--- src/rtl/sound_sequencer_if.sv ---
// rtl/sound_sequencer_if.sv - event/beep signal bundle between game logic and sound_sequencer.
interface sound_sequencer_if;
  logic       frame_pulse;
  logic [3:0] ev_req;
  logic       mute;
  logic       high_beep;
  logic       low_beep;
  logic       busy;
  logic [1:0] cur_ev;
  logic       done;

  modport master (
    output frame_pulse, ev_req, mute,
    input  high_beep, low_beep, busy, cur_ev, done
  );

  modport slave (
    input  frame_pulse, ev_req, mute,
    output high_beep, low_beep, busy, cur_ev, done
  );
endinterface

--- src/rtl/sound_sequencer.sv ---
// rtl/sound_sequencer.sv - frame-timed sound event scheduler with fixed-priority pattern playback.
// Optional feature macro: SOUND_PREEMPT_EN (higher-priority events abandon the playing pattern).
module sound_sequencer #(
  parameter int GAP_FRAMES = 1,
  parameter int DUR_W      = 4
) (
  input  logic              clk,
  input  logic              rst,
  sound_sequencer_if.slave  snd
);

  typedef enum logic [1:0] {IDLE, PLAY, GAP} state_t;

  state_t           state_q, state_d;
  logic [3:0]       pend_q, pend_d;
  logic [1:0]       ev_q, ev_d;
  logic [1:0]       step_q, step_d;
  logic [DUR_W-1:0] frames_q, frames_d;
  logic             high_q, high_d;
  logic             low_q, low_d;
  logic             done_q, done_d;
  logic [3:0]       clr;
  logic [1:0]       sel;
  logic             preempt;

  // Tone encoding is {high, low}: off=00, low=01, high=10, both=11.
  function automatic logic [1:0] step_tone(input logic [1:0] ev, input logic [1:0] step);
    case ({ev, step})
      4'b00_00: step_tone = 2'b10;
      4'b01_00: step_tone = 2'b01;
      4'b10_00: step_tone = 2'b10;
      4'b10_01: step_tone = 2'b01;
      4'b11_00: step_tone = 2'b01;
      4'b11_01: step_tone = 2'b00;
      4'b11_10: step_tone = 2'b01;
      4'b11_11: step_tone = 2'b11;
      default:  step_tone = 2'b00;
    endcase
  endfunction

  function automatic logic [DUR_W-1:0] step_dur(input logic [1:0] ev, input logic [1:0] step);
    case ({ev, step})
      4'b00_00: step_dur = DUR_W'(2);
      4'b01_00: step_dur = DUR_W'(3);
      4'b10_00: step_dur = DUR_W'(2);
      4'b10_01: step_dur = DUR_W'(2);
      4'b11_00: step_dur = DUR_W'(4);
      4'b11_01: step_dur = DUR_W'(2);
      4'b11_10: step_dur = DUR_W'(4);
      4'b11_11: step_dur = DUR_W'(8);
      default:  step_dur = DUR_W'(1);
    endcase
  endfunction

  function automatic logic [1:0] last_step(input logic [1:0] ev);
    case (ev)
      2'd2:    last_step = 2'd1;
      2'd3:    last_step = 2'd3;
      default: last_step = 2'd0;
    endcase
  endfunction

  function automatic logic [1:0] top_idx(input logic [3:0] p);
    if (p[3])      top_idx = 2'd3;
    else if (p[2]) top_idx = 2'd2;
    else if (p[1]) top_idx = 2'd1;
    else           top_idx = 2'd0;
  endfunction

  assign sel = top_idx(pend_q);

`ifdef SOUND_PREEMPT_EN
  assign preempt = (pend_q != 4'b0000) && (sel > ev_q);
`else
  assign preempt = 1'b0;
`endif

  always_comb begin
    state_d  = state_q;
    ev_d     = ev_q;
    step_d   = step_q;
    frames_d = frames_q;
    done_d   = 1'b0;
    clr      = 4'b0000;
    case (state_q)
      IDLE: begin
        if (pend_q != 4'b0000) begin
          ev_d     = sel;
          step_d   = 2'd0;
          frames_d = step_dur(sel, 2'd0);
          clr      = 4'b0001 << sel;
          state_d  = PLAY;
        end
      end
      PLAY: begin
        if (snd.frame_pulse) begin
          if (preempt) begin
            ev_d     = sel;
            step_d   = 2'd0;
            frames_d = step_dur(sel, 2'd0);
            clr      = 4'b0001 << sel;
          end else if (frames_q == DUR_W'(1)) begin
            if (step_q == last_step(ev_q)) begin
              done_d   = 1'b1;
              state_d  = GAP;
              frames_d = DUR_W'(GAP_FRAMES);
            end else begin
              step_d   = step_q + 2'd1;
              frames_d = step_dur(ev_q, step_q + 2'd1);
            end
          end else begin
            frames_d = frames_q - DUR_W'(1);
          end
        end
      end
      GAP: begin
        if (snd.frame_pulse) begin
          if (frames_q <= DUR_W'(1)) begin
            state_d  = IDLE;
            frames_d = '0;
          end else begin
            frames_d = frames_q - DUR_W'(1);
          end
        end
      end
      default: state_d = IDLE;
    endcase

    // A new request in the same cycle as the clear keeps the bit set.
    pend_d = (pend_q & ~clr) | snd.ev_req;

    if (snd.mute) begin
      state_d  = IDLE;
      pend_d   = 4'b0000;
      done_d   = 1'b0;
      frames_d = '0;
    end

    {high_d, low_d} = (state_d == PLAY) ? step_tone(ev_d, step_d) : 2'b00;
  end

  always_ff @(posedge clk) begin
    if (rst) begin
      state_q  <= IDLE;
      pend_q   <= 4'b0000;
      ev_q     <= 2'd0;
      step_q   <= 2'd0;
      frames_q <= '0;
      high_q   <= 1'b0;
      low_q    <= 1'b0;
      done_q   <= 1'b0;
    end else begin
      state_q  <= state_d;
      pend_q   <= pend_d;
      ev_q     <= ev_d;
      step_q   <= step_d;
      frames_q <= frames_d;
      high_q   <= high_d;
      low_q    <= low_d;
      done_q   <= done_d;
    end
  end

  assign snd.high_beep = high_q;
  assign snd.low_beep  = low_q;
  assign snd.busy      = (state_q != IDLE);
  assign snd.cur_ev    = ev_q;
  assign snd.done      = done_q;

endmodule

--- src/flat_wrapper.sv ---
// flat-port wrapper written by rule: the top's interface ports become plain ports
module sound_sequencer_flat 
#(
  parameter int GAP_FRAMES = 1,
  parameter int DUR_W      = 4
)
  (clk, rst, snd_frame_pulse, snd_ev_req, snd_mute, snd_high_beep, snd_low_beep, snd_busy, snd_cur_ev, snd_done);
  sound_sequencer_if snd_i ();
  input  logic clk;
  input  logic rst;
  input wire logic [$bits(snd_i.frame_pulse)-1:0] snd_frame_pulse;
  input wire logic [$bits(snd_i.ev_req)-1:0] snd_ev_req;
  input wire logic [$bits(snd_i.mute)-1:0] snd_mute;
  output wire logic [$bits(snd_i.high_beep)-1:0] snd_high_beep;
  output wire logic [$bits(snd_i.low_beep)-1:0] snd_low_beep;
  output wire logic [$bits(snd_i.busy)-1:0] snd_busy;
  output wire logic [$bits(snd_i.cur_ev)-1:0] snd_cur_ev;
  output wire logic [$bits(snd_i.done)-1:0] snd_done;
  assign snd_i.frame_pulse = snd_frame_pulse;
  assign snd_i.ev_req = snd_ev_req;
  assign snd_i.mute = snd_mute;
  assign snd_high_beep = snd_i.high_beep;
  assign snd_low_beep = snd_i.low_beep;
  assign snd_busy = snd_i.busy;
  assign snd_cur_ev = snd_i.cur_ev;
  assign snd_done = snd_i.done;
  sound_sequencer #(.GAP_FRAMES(GAP_FRAMES), .DUR_W(DUR_W)) u_core (.clk(clk), .rst(rst), .snd(snd_i));
endmodule
--- config.mk ---
export PLATFORM = sky130hd
export DESIGN_NAME = sound_sequencer_flat
export DESIGN_NICKNAME = d
export VERILOG_FILES = /design/src/rtl/sound_sequencer_if.sv /design/src/rtl/sound_sequencer.sv /design/src/flat_wrapper.sv
export SDC_FILE = /design/constraint.sdc
export NUM_CORES = 1
export LEC_CHECK = 0
export BUFFER_PORTS_ARGS = -buffer_cell sky130_fd_sc_hd__buf_2
export CAP_MARGIN = 20
export CORE_MARGIN = 3
export CORE_UTILIZATION = 60
export DETAILED_ROUTE_END_ITERATION = 10
export PLACE_DENSITY = 0.82
export SYNTH_ARGS = -nofsm -noshare
export SYNTH_HDL_FRONTEND = slang
export SYNTH_SLANG_ARGS = --single-unit
--- constraint.sdc ---
create_clock -name clk -period 6.6 [get_ports clk]
set_input_delay 0.33 -clock clk [delete_from_list [all_inputs] [get_ports clk]]
set_output_delay 0.33 -clock clk [all_outputs]
set_load 0.05 [all_outputs]
==> metrics.txt, run 1 <==
die width 49.4 um; core footprint 1750 um2; worst-case reg-to-reg path depth 7; worst-path fanout max 5; Total Wirelength 2.45 mm; Top FF cell, synth dfxtp_1; initial antenna violation count 0; Peak VDD IR 0.000177 V; DR vias/cell 5.85; startpoint types flop; largest net degree at the start of global routing 12; Max Clock Freq 396 MHz; FF+latch count, synth 17; Cell Area, Synth 1130 um2; most common cell after layout, fill and taps aside nor2_1; std cell rows 15; leakage 0.471 nW; share of cells above drive strength 1 13.2%; Die ar. 2440 um2; # IOs 14; Placer Congestion 0.869; CP max stage cell or3b_1; per-cell routed wire length 13.3 um; worst-margin pin slew 0.671 ns; Syn Nets 164; CTS buffer count 3; Buffers & Inverters on Critical Path 0; Worst-path clk slew 0.09 ns; Synth top area share 30.1%; Area contributors post-synth dfxtp_1, ha_1, nor2_1; vias post-DR 1077; worst hold path class in2reg; DR iter-0 viols 18; global route overflow 0; P&R area growth vs syn 8.86%; vias in the first global route 993; min Tclk post-route 2.52 ns; Slew Limit Headroom 55.1%; first-pass GRT wire length 4.29 mm; clock sink count 17; asr flop ratio synth 0%; Hold Fails Final Rpt 0; DPL Wire Length 1.94 mm; Routed Antenna Nets 0; fin util 70.5%; total track usage 21.8%; Fin Hold WS 0.239 ns; Largest stage delay, worst path 0.41 ns; Critical Path RT 6.81 ns; critical path arrival 2.73 ns; most frequent cells in the layout nor2_1, dfxtp_1, a21oi_1; DRC Markers 0; Clock Skews 0.00300 ns; max-cap violations 0; Resized Gates After CTS 0; Min-Delay Path Depth 3; Worst path top cell family by delay compound AO/OA/AOI/OAI gates; Max Root-Sink Buffers 2; area leader, netlist dfxtp_1; # H-tree levels 1; Final period util 38.2%; post-cts hold buffer count 0; nature of the critical path endpoint flop; CTS tree done; worst path cell trace ha_1, or3b_1, a2111oi_4, o21ai_1, a21oi_1, mux2_2, a211oi_1; # Post-CTS Setup Buffers 0; Fillers 156; critical path class reg2reg; Seq/Total Area, Yosys 30.1%; TritonRoute pass-1 iters 4; status complete, no violations; Die Ht 49.4 um; warnings from Yosys 0; Buffers on Ports 13; Post-Syn Area per Cell 7.69 um2; RSZ-0062 raised after global routing false; EDFF count, synth 0; Clock Latency Late Sink 0.29 ns; Netlist cell types 35; PD cells 177 nW/um2; setup tns final 0 ns; Final Max Slew Viols 0; Clock Tree Root clkbuf_4; Reg2Reg Setup Slack 4.08 ns; Layout Nets 177; antenna fix cells 0; Initial Util 64.7%; Setup-failing EPs final 0; stages on the worst setup path 7; cell count after synthesis 147
==> synth_stat cells (all sizes together) (2+ instances only) <==
cell type  instances
or3b               2
clkbuf             2
nor2              23
xnor2              3
inv               11
dfxtp             17
o21ai             14
a2bb2oi            3
o211ai             3
ha                 9
nand2              6
a21oi             15
nand2b             3
a22oi              2
nand3              6
nor3               6
o221ai             3
buf                3
nor2b              2
nor3b              2
==> kinds of logic (layout without fill, tap and decap cells) <==
kind of cell             Yosys count  in the layout  share of synthesized area (%)
AO/OA/AOI/OAI                     46             46                           27.2
XOR/XNOR                           3              3                           2.33
multiplexers                       1              1                          0.997
AND/OR/NAND/NOR                   55             55                           23.7
flip-flops                        17             17                           30.1
adder cells (fa/ha/maj)            9              9                           9.97
buffers and inverters             16             28                           5.65
==> per-stage QoR <==
step	instances	total power, mW	instance area, um2	worst slack (ns)
2_1_floorplan	147	0.153	1130	4.24
6_report	184	0.218	1230	4.08
5_1_grt	184	0.228	1230	3.87
4_1_cts	184	0.218	1230	4.07
3_3_place_gp	180	0.163	1200	4.22
3_5_place_dp	180	0.165	1200	4.09
==> state kept, by name, indices dropped and copies added (netlist names) <==
name,count
u_core.snd.high_beep,1
u_core.pend_q,4
u_core.snd.cur_ev,2
u_core.frames_q,4
u_core.state_q,2
u_core.snd.done,1
u_core.snd.low_beep,1
u_core.step_q,2
==> path summary, 6_finish.rpt <==
| path | start | to |
|---|---|---|
| hold reg to reg | u_core.pend_q[2]$_SDFF_PP0_ | u_core.pend_q[2]$_SDFF_PP0_ |
| hold / removal | snd_ev_req[3] | u_core.pend_q[3]$_SDFF_PP0_ |
| setup reg to reg | u_core.frames_q[0]$_SDFFE_PP0P_ | u_core.snd.low_beep$_SDFF_PP0_ |
| setup / recovery | u_core.frames_q[0]$_SDFFE_PP0P_ | u_core.snd.low_beep$_SDFF_PP0_ |
==> final cells by class <==
| cell class | count | area [um2] | area share (%) |
|---|---|---|---|
| Timing Repair Buffer | 13 | 65.1 | 5.29 |
| Inverter | 11 | 41.3 | 3.36 |
| Clock buffer | 4 | 26.3 | 2.14 |
| Tap cell | 25 | 31.3 | 2.54 |
| Sequential cell | 17 | 340 | 27.7 |
| Multi-Input combinational cell | 114 | 726 | 59.0 |
==> worst min-delay path, cell delays in order <==
cell     delay (ns)
buf_2          0.08
a21oi_1        0.03
nor2_1         0.06
==> layer usage <==
metal  global-route usage, %  up-vias  part of all wire, %
met5                       0        -                    0
met4                    8.29        0                  2.0
met3                    1.83        7                  3.9
met2                    37.7       39                   48
met1                    27.8      482                   46
li1                        -      549                    -
==> report_power, final <==
group / internal [mW] / switching, mW / leakage [nW]
Clock: 0.0235 / 0.0314 / 0.0150
Combinational: 0.0187 / 0.0325 / 0.318
Sequential: 0.106 / 0.00543 / 0.138
Total: 0.149 / 0.0693 / 0.471
(Power assumes the default switching activity.)
==> run 2, diff against run 1 <==
--- a/config.mk
+++ b/config.mk
@@ -8,9 +8,9 @@
 export BUFFER_PORTS_ARGS = -buffer_cell sky130_fd_sc_hd__buf_2
 export CAP_MARGIN = 20
 export CORE_MARGIN = 3
-export CORE_UTILIZATION = 60
+export CORE_UTILIZATION = 56
 export DETAILED_ROUTE_END_ITERATION = 10
-export PLACE_DENSITY = 0.82
+export PLACE_DENSITY = 0.77
 export SYNTH_ARGS = -nofsm -noshare
 export SYNTH_HDL_FRONTEND = slang
 export SYNTH_SLANG_ARGS = --single-unit
==> constraint.sdc (replaced) <==
create_clock -name clk -period 2.5 [get_ports clk]
set_input_delay 0.125 -clock clk [delete_from_list [all_inputs] [get_ports clk]]
set_output_delay 0.125 -clock clk [all_outputs]
set_load 0.05 [all_outputs]
==> run 2 against run 1 <==
  * Clock power grew to 2.7 times the previous value
  * Non-clock buffer count grew 4
  * Count of clock-buffer cells in the layout unchanged
  * Setup slack got worse by 3.9 ns
  * Hold slack got worse by 0.21 ns
  * Power grew to 2.7 times the previous value
  * Combinational power rose to 2.8 times the previous value
  * Flip-flop and latch count unchanged
  * Die area grew 6.2%
  * Sequential share of layout area is 0.87 points lower
  * Critical endpoint unchanged
==> metrics.txt, run 2 (synthesis results as in run 1) <==
Die ar. 2590 um2; critical path arrival 2.57 ns; leakage 0.492 nW; max-cap violations 0; # Post-CTS Setup Buffers 0; largest net degree at the start of global routing 11; startpoint types flop; clock sink count 17; per-cell routed wire length 14.0 um; Min-Delay Path Depth 3; min Tclk post-route 2.36 ns; CTS buffer count 3; Clock Tree Root clkbuf_4; Clock power frac 25.6%; Slew Limit Headroom 54.1%; P&R area growth vs syn 12.4%; # H-tree levels 1; worst-margin pin slew 0.688 ns; pre-CTS WS 0.0783 ns; Buffers on Ports 13; CTS tree done; Layout Nets 181; # IOs 14; worst-case reg-to-reg path depth 7; Power, Total 0.588 mW; Max Clock Freq 424 MHz; DRC Markers 0; Reg2Reg Setup Slack 0.14 ns; Logic pwr share 24.1%; Critical Path RT 2.71 ns; Net Sw Frac 32.6%; biggest regs u_core.frames_q x4, u_core.pend_q x4; Resized Gates After CTS 0; setup tns final 0 ns; antenna fix cells 0; RSZ-0062 raised after global routing false; Worst-path clk slew 0.10 ns; core footprint 1820 um2; final worst slack 0.142 ns; Final Max Slew Viols 0; worst-path fanout max 5; Routed Antenna Nets 0; DR iter-0 viols 21; RR Startpoint u_core.frames_q[0]$_SDFFE_PP0P_; Hold Fails Final Rpt 0; post-cts hold buffer count 0; Net Switching 0.192 mW; hold_sp snd_ev_req[3]; Final period util 94.3%; most common cell after layout, fill and taps aside nor2_1; FF-to-FF End u_core.snd.low_beep$_SDFF_PP0_; Top Layer Used met4; met2 routed WL 1.18 mm; nature of the critical path endpoint flop; Total Wirelength 2.62 mm; metal1 wirelength 1.30 mm; Clock Skews 0.00315 ns; die width 50.9 um; most frequent cells in the layout nor2_1, dfxtp_1, a21oi_1; std cell rows 15; Fillers 160; initial antenna violation count 0; worst hold path class in2reg; Hold Path End u_core.pend_q[3]$_SDFF_PP0_; Internal Power 0.396 mW; DR vias/cell 5.93; DPL Wire Length 1.99 mm; status complete, no violations; met3 wire len 107 um; Max Root-Sink Buffers 2; Peak VDD IR 0.000379 V; first-pass GRT wire length 4.75 mm; critical path class reg2reg; PD cells 463 nW/um2; Initial Util 62.1%; TritonRoute pass-1 iters 4; Setup-failing EPs final 0; Placer Congestion 0.874; vias post-DR 1114; vias in the first global route 1075; Die Ht 50.9 um; total track usage 23.5%; part of the power in registers 50.4%; Clock Latency Late Sink 0.30 ns; global route overflow 0; share of cells above drive strength 1 17.2%
run 2: cell count changes in the layout (fill, tap and decap cells not counted):
cell	change
buf_4	+4
a21oi_1	-1
a21oi_2	+1
ha_1	-1
ha_2	+1
o21ai_1	-1
o21ai_2	+1
run 2: final cells by class:
class                      instances  area [um2]  share of cell area (%)
inverter                          11        41.3                    3.25
clock buffer                       4        26.3                    2.07
multi-input combinational        114         736                    57.9
timing repair buffer              17        95.1                    7.49
sequential                        17         340                    26.8
tap                               25        31.3                    2.46
run 2: metal layers:
layer | vias up | GRT usage (%)
met3 | 5 | 2.62
met4 | 0 | 8.07
met2 | 33 | 37.8
met1 | 519 | 32.4
met5 | - | 0
li1 | 557 | -
run 2: worst max-delay path by stage:
| stage | slack, ns | to | depth (start not counted) | startpoint |
|---|---|---|---|---|
| after global routing | 0.006 | u_core.snd.low_beep$_SDFF_PP0_ | 7 | u_core.frames_q[0]$_SDFFE_PP0P_ |
| after floorplan | 0.14 | u_core.snd.low_beep$_SDFF_PP0_ | 7 | u_core.snd.cur_ev[0]$_SDFF_PP0_ |
| after CTS | 0.07 | u_core.snd.low_beep$_SDFF_PP0_ | 7 | u_core.frames_q[0]$_SDFFE_PP0P_ |
| after detailed placement | 0.08 | u_core.snd.low_beep$_SDFF_PP0_ | 8 | u_core.frames_q[1]$_SDFFE_PP0P_ |
| after global placement | 0.22 | u_core.snd.low_beep$_SDFF_PP0_ | 8 | u_core.frames_q[1]$_SDFFE_PP0P_ |
| final | 0.14 | u_core.snd.low_beep$_SDFF_PP0_ | 7 | u_core.frames_q[0]$_SDFFE_PP0P_ |
run 2: power by group through the flow:
stage | sequential (mW) | combinational, mW | clock, mW
2_1_floorplan | 0.308 | 0.0943 | 0
3_5_place_dp | 0.302 | 0.137 | 0
4_1_cts | 0.295 | 0.138 | 0.153
3_3_place_gp | 0.301 | 0.135 | 0
5_1_grt | 0.298 | 0.158 | 0.168
6_report | 0.296 | 0.141 | 0.150
run 2: worst max-delay path: stages, from the launching register on:
cell and delay (ns):
dfxtp_1 0.40, ha_2 0.23, or3b_1 0.40, a2111oi_4 0.35, o21ai_2 0.13, a21oi_2 0.18
mux2_2 0.35, a211oi_1 0.24
run 2: stage by stage:
step                std cells  hold WS, ns  cell area, um2  utilization [%]
floorplan                 147        0.197            1130                -
global placement          184        0.327            1230             67.8
detailed placement        184        0.339            1230             67.8
CTS                       188       0.0309            1260             69.2
global route              188       0.0367            1270             69.8
finish                    188       0.0268            1270             69.8
